`src/rtl/d8_imem_arb.sv`:
```
// rtl/d8_imem_arb.sv - dumb8 imem arbiter, fetch vs debug port; stats ports via D8_IMEM_ARB_STATS_EN
module d8_imem_arb #(
    parameter int AW     = 8,
    parameter int DW     = 16,
    parameter int STARVE = 4
) (
    input  logic          sys_clk,
    input  logic          sys_rst_n,
    input  logic          f_req,
    input  logic [AW-1:0] f_addr,
    output logic          f_ack,
    output logic [DW-1:0] f_data,
    input  logic          d_req,
    input  logic          d_we,
    input  logic [AW-1:0] d_addr,
    input  logic [DW-1:0] d_wdata,
    output logic          d_ack,
    output logic [DW-1:0] d_rdata,
    input  logic          d_halt,
    output logic          cpu_stall,
    output logic          m_en,
    output logic          m_we,
    output logic [AW-1:0] m_addr,
    output logic [DW-1:0] m_wdata,
    input  logic [DW-1:0] m_rdata
`ifdef D8_IMEM_ARB_STATS_EN
    ,
    output logic [15:0]   st_dbg,
    output logic [15:0]   st_wait
`endif
);

    localparam logic [3:0] STARVE_CNT = 4'(STARVE);

    logic       grant_f;
    logic       grant_d;
    logic       starve_hit;
    logic       busy_f;
    logic       busy_d;
    logic       we_q;
    logic [3:0] starve_cnt;

    // Grant: fetch by default, debug when fetch is idle, halted, or debug has waited long enough
    always_comb begin
        starve_hit = (starve_cnt == STARVE_CNT);
        grant_d    = d_req & (d_halt | ~f_req | starve_hit);
        grant_f    = f_req & ~d_halt & ~grant_d;
    end

    // Memory port mux: winner drives the port, idle port is all zeros
    always_comb begin
        m_en    = 1'b0;
        m_we    = 1'b0;
        m_addr  = '0;
        m_wdata = '0;
        if (grant_d) begin
            m_en    = 1'b1;
            m_we    = d_we;
            m_addr  = d_addr;
            m_wdata = d_wdata;
        end else if (grant_f) begin
            m_en    = 1'b1;
            m_addr  = f_addr;
        end
    end

    // In-flight tracking: a grant in cycle N becomes an ack in N+1
    always_ff @(posedge sys_clk or negedge sys_rst_n) begin
        if (!sys_rst_n) begin
            busy_f <= 1'b0;
            busy_d <= 1'b0;
            we_q   <= 1'b0;
        end else begin
            busy_f <= grant_f;
            busy_d <= grant_d;
            we_q   <= grant_d & d_we;
        end
    end

    // Starvation counter: cycles debug has been waiting behind fetch, saturating
    always_ff @(posedge sys_clk or negedge sys_rst_n) begin
        if (!sys_rst_n) begin
            starve_cnt <= 4'd0;
        end else if (grant_d || !d_req) begin
            starve_cnt <= 4'd0;
        end else if (!starve_hit) begin
            starve_cnt <= starve_cnt + 4'd1;
        end
    end

    assign f_ack     = busy_f;
    assign d_ack     = busy_d;
    assign f_data    = busy_f ? m_rdata : '0;
    assign d_rdata   = (busy_d && !we_q) ? m_rdata : '0;
    assign cpu_stall = d_halt | (f_req & ~grant_f);

`ifdef D8_IMEM_ARB_STATS_EN
    // Statistics: debug grants and cycles a debug request spent waiting, both saturating
    always_ff @(posedge sys_clk or negedge sys_rst_n) begin
        if (!sys_rst_n) begin
            st_dbg  <= 16'h0000;
            st_wait <= 16'h0000;
        end else begin
            if (grant_d && st_dbg != 16'hffff) begin
                st_dbg <= st_dbg + 16'h0001;
            end
            if (d_req && !grant_d && st_wait != 16'hffff) begin
                st_wait <= st_wait + 16'h0001;
            end
        end
    end
`endif

endmodule

```
`config.mk`:
```
export PLATFORM = sky130hd
export DESIGN_NAME = d8_imem_arb
export DESIGN_NICKNAME = d
export VERILOG_FILES = /design/src/rtl/d8_imem_arb.sv
export SDC_FILE = /design/constraint.sdc
export NUM_CORES = 1
export LEC_CHECK = 0
export BUFFER_PORTS_ARGS = -buffer_cell sky130_fd_sc_hd__buf_2
export CORE_MARGIN = 2
export CORE_UTILIZATION = 26
export DETAILED_ROUTE_END_ITERATION = 8
export MAX_ROUTING_LAYER = met4
export PLACE_DENSITY_LB_ADDON = 0.12
export SETUP_SLACK_MARGIN = 0.1
export SYNTH_ARGS = -nofsm -noshare
export SYNTH_HDL_FRONTEND = slang
export SYNTH_SLANG_ARGS = --single-unit
```
`constraint.sdc`:
```
create_clock -name sys_clk -period 1.89 [get_ports sys_clk]
set_clock_uncertainty 0.1 [all_clocks]
set_input_delay 0.4725 -clock sys_clk [delete_from_list [all_inputs] [get_ports sys_clk]]
set_output_delay 0.4725 -clock sys_clk [all_outputs]
set_load 0.01 [all_outputs]
```
==> qor.yml <==
path_buf_inv: 3
grt_use_met3_pct: 2.041
violations: "negative setup slack"
root_buffer: "clkbuf_4"
period_minus_slack_ns: 2.300
synth_xor_area_share_pct: 2.369
drv_cap: 0
initial_core_util_pct: 27.05
cp_top_family: "compound AO/OA/AOI/OAI gates"
avgSynthCellArea_um2: 8.216
clock_path_buffers: 2
dpl.cell_count: 237
fin_cells: 245
fin_area_um2: 1648
leakagePower_uw: 0.0009897
num-fill-cells: 238
wire_per_inst_um: 10.54
io-pin-count: 115
power_uw: 609.6
final_max_slew_viol_count: 0
worst_pin_slew_ns: 0.2455
grt_max_degree: 28
synth_mux_area_share_pct: 0
yosys.area_share.simple_pct: 50.08
route.vias.total: 1089
num-nets-final: 271
status: "complete, but fails checks"
slew-limit-headroom_pct: 83.48
max_freq_mhz: 434.9
tns_ns: -9.712
ys_ff_latch: 7
cts_setup_buffers: 0
port_buffers: 114
worstPathArrival_ns: 1.73
use_met1_pct: 13.59
startpoint_type: "register"
syn-num-nets: 146
cts-htree-levels: 1
gr-total-overflow: 0
antenna_found_initial: 0
pwr-share-clk_pct: 21.8
syn_inst: 90
cts_tree: "yes"
hold_viol_final: 0
synth_cell_type_count: 20
internal_power_uw: 423.8
setup_slack_ns: -0.4096
pwr-share-seq_pct: 26.6
endpoint_kind: "output pin"
layout-drive-gt1-share_pct: 71.03
clk_pin_slew_worst_paths_ns: 0.05
place_area_um2: 1400
crit_required_ns: 1.32
rrSetupSlack_ns: 0.27
rows: 19
pwr-share-comb_pct: 51.6
wirelength_mm: 2.582
synth_top_family_by_area: "simple AND/OR/NAND/NOR gates"
fin_crit_sh_pct: 121.7
synth_compound_area_share_pct: 12.69
drt-pass1-iter-count: 4
die_y_um: 57.33
viasPerCell: 4.445
detail-route-antenna-nets: 0
place.gp.congestion: 0.7330
grtUsageMet2_pct: 32.35
crit_fanout: 7
drt_iter0_markers: 21
worstPathCellList: "inv_1 -> ha_2 -> and3b_2 -> o21a_4 -> clkbuf_16 -> a22o_1 -> buf_2"
numCtsBuffers: 3
top_usage_layer: "met2"
synth_fa_ha_area_share_pct: 3.384
power_switching_uw: 185.8
die_width_um: 57.33
syn2layout_area_growth_pct: 122.8
drc: 0
setup_viol: 26
peakVddDrop_mv: 0.2686
whs_ns: 0.4341
rsz0062_at_grt: "yes"
power_density_nw_per_um2: 369.9
grt_pass1_vias: 981
grt_usage_pct: 15.50
hold_path.class: "reg2reg"
dp_hpwl_mm: 2.110
synth_area_um2: 739.5
synth-seq-area-share_pct: 23.69
critPathMaxStageDelay_ns: 0.34
slowest_stage: "dfrtp_1"
cts_sinks: 7
dieArea_um2: 3287
sw_frac_of_total_pct: 30.48
antennaDiodeCount: 0
grt_pass1_wl_mm: 3.953
insertion_delay_ns: 0.25
ys_warn_count: 0
critPathKind: "reg2out"
core_um2: 2734
registers in the layout (all words and copies together) (netlist names):
| signal | cells |
|---|---|
| we_q | 1 |
| starve_cnt | 4 |
| f_ack | 1 |
| d_ack | 1 |
Yosys cell counts, drive strengths merged:
cell type / instances / area share, %
nand3: 1 / 0.68
or2b: 1 / 1.5
and3: 2 / 1.7
a22o: 8 / 9.5
xnor2: 2 / 2.4
o21a: 1 / 1.0
and3b: 1 / 1.2
clkbuf: 2 / 1.0
a21oi: 1 / 1.2
dfrtp: 7 / 24
and2: 49 / 41
nor2: 1 / 0.51
inv: 3 / 1.5
nor4: 2 / 1.7
a21o: 1 / 1.0
nand2: 1 / 0.51
buf: 4 / 5.2
nor2b: 1 / 0.85
ha: 2 / 3.4
cells in the final DEF (no fill, tap or decap):
| cell | synthesis | final |
|---|---|---|
| nand3_1 | 1 | 1 |
| ha_2 | 0 | 1 |
| inv_1 | 3 | 3 |
| or2b_4 | 1 | 1 |
| o21a_4 | 0 | 1 |
| and3b_2 | 0 | 1 |
| dfrtp_1 | 7 | 6 |
| buf_6 | 3 | 18 |
| clkbuf_16 | 0 | 2 |
| a21oi_2 | 1 | 1 |
| xnor2_1 | 2 | 2 |
| dfrtp_2 | 0 | 1 |
| dlygate4sd3_1 | 0 | 1 |
| and3_1 | 2 | 2 |
| clkbuf_1 | 2 | 1 |
| ha_1 | 2 | 1 |
| buf_2 | 1 | 97 |
| clkbuf_4 | 0 | 3 |
| and2_4 | 0 | 17 |
| buf_12 | 0 | 1 |
| a22o_1 | 8 | 8 |
| nor2_1 | 1 | 1 |
| a21o_1 | 1 | 1 |
| buf_4 | 0 | 6 |
| and2_1 | 49 | 32 |
| nor2b_4 | 0 | 2 |
| nand2_1 | 1 | 1 |
| nor4_1 | 2 | 2 |
power groups by stage:
stage	Combinational [µW]	Sequential, µW	Clock, µW
6_report	315	162	133
5_1_grt	340	163	149
4_1_cts	281	162	136
3_5_place_dp	261	162	0
3_3_place_gp	255	162	0
2_1_floorplan	125	161	0
tightest hold or removal path: cells and delay by family, from the launching register on:
family	cells	cell delay [ns]
AND/OR/NAND/NOR	1	0.04
flip-flops	1	0.34
buffers and inverters	1	0.12
logic make-up after synthesis:
kind of cell,count (synthesis)
XOR/XNOR,2
AO/OA/AOI/OAI,11
adder cells (fa/ha/maj),2
flip-flops,7
buffers and inverters,9
AND/OR/NAND/NOR,59
routing by layer:
| layer | vias to the layer above | part of all wire [%] |
|---|---|---|
| li1 | 543 | - |
| met1 | 470 | 31 |
| met2 | 74 | 58 |
| met3 | 2 | 10 |
| met4 | 0 | 0.66 |
| met5 | - | 0 |
cell type report:
class	count	area, µm²	area share, %
Sequential cell	7	176.4	10.71
Inverter	3	11.26	0.6834
Timing Repair Buffer	125	813.3	49.35
Tap cell	31	38.79	2.354
Clock buffer	4	26.28	1.595
Multi-Input combinational cell	75	581.8	35.31
through the flow:
| step | util, % | setup WS [ns] |
|---|---|---|
| after floorplan | - | -0.1700 |
| after global placement | 51.21 | -0.2068 |
| after detailed placement | 51.21 | -0.2170 |
| after CTS | 55.38 | -0.3905 |
| after global routing | 60.27 | -0.4772 |
| final | 60.27 | -0.4096 |
what timing repair did:
item	in CTS	in global routing
setup endpoints to repair	42	34
pin swaps	1	21
hold endpoints to repair	7	0
hold buffers	1	0
gates resized for setup	12	21
cloned	1	2
path summary, 6_finish.rpt:
kind | from | endpoint | depth (start not counted)
max | starve_cnt[0]$_DFFE_PN0P_ | m_addr[1] | 7
min | starve_cnt[0]$_DFFE_PN0P_ | starve_cnt[0]$_DFFE_PN0P_ | 2
max reg2reg | starve_cnt[0]$_DFFE_PN0P_ | we_q$_DFF_PN0_ | 7
min reg2reg | starve_cnt[0]$_DFFE_PN0P_ | starve_cnt[0]$_DFFE_PN0P_ | 2
max in group asynchronous | sys_rst_n | f_ack$_DFF_PN0_ | 2
min in group asynchronous | sys_rst_n | starve_cnt[2]$_DFFE_PN0P_ | 2
Note: power is estimated with default switching activity, not from simulation.
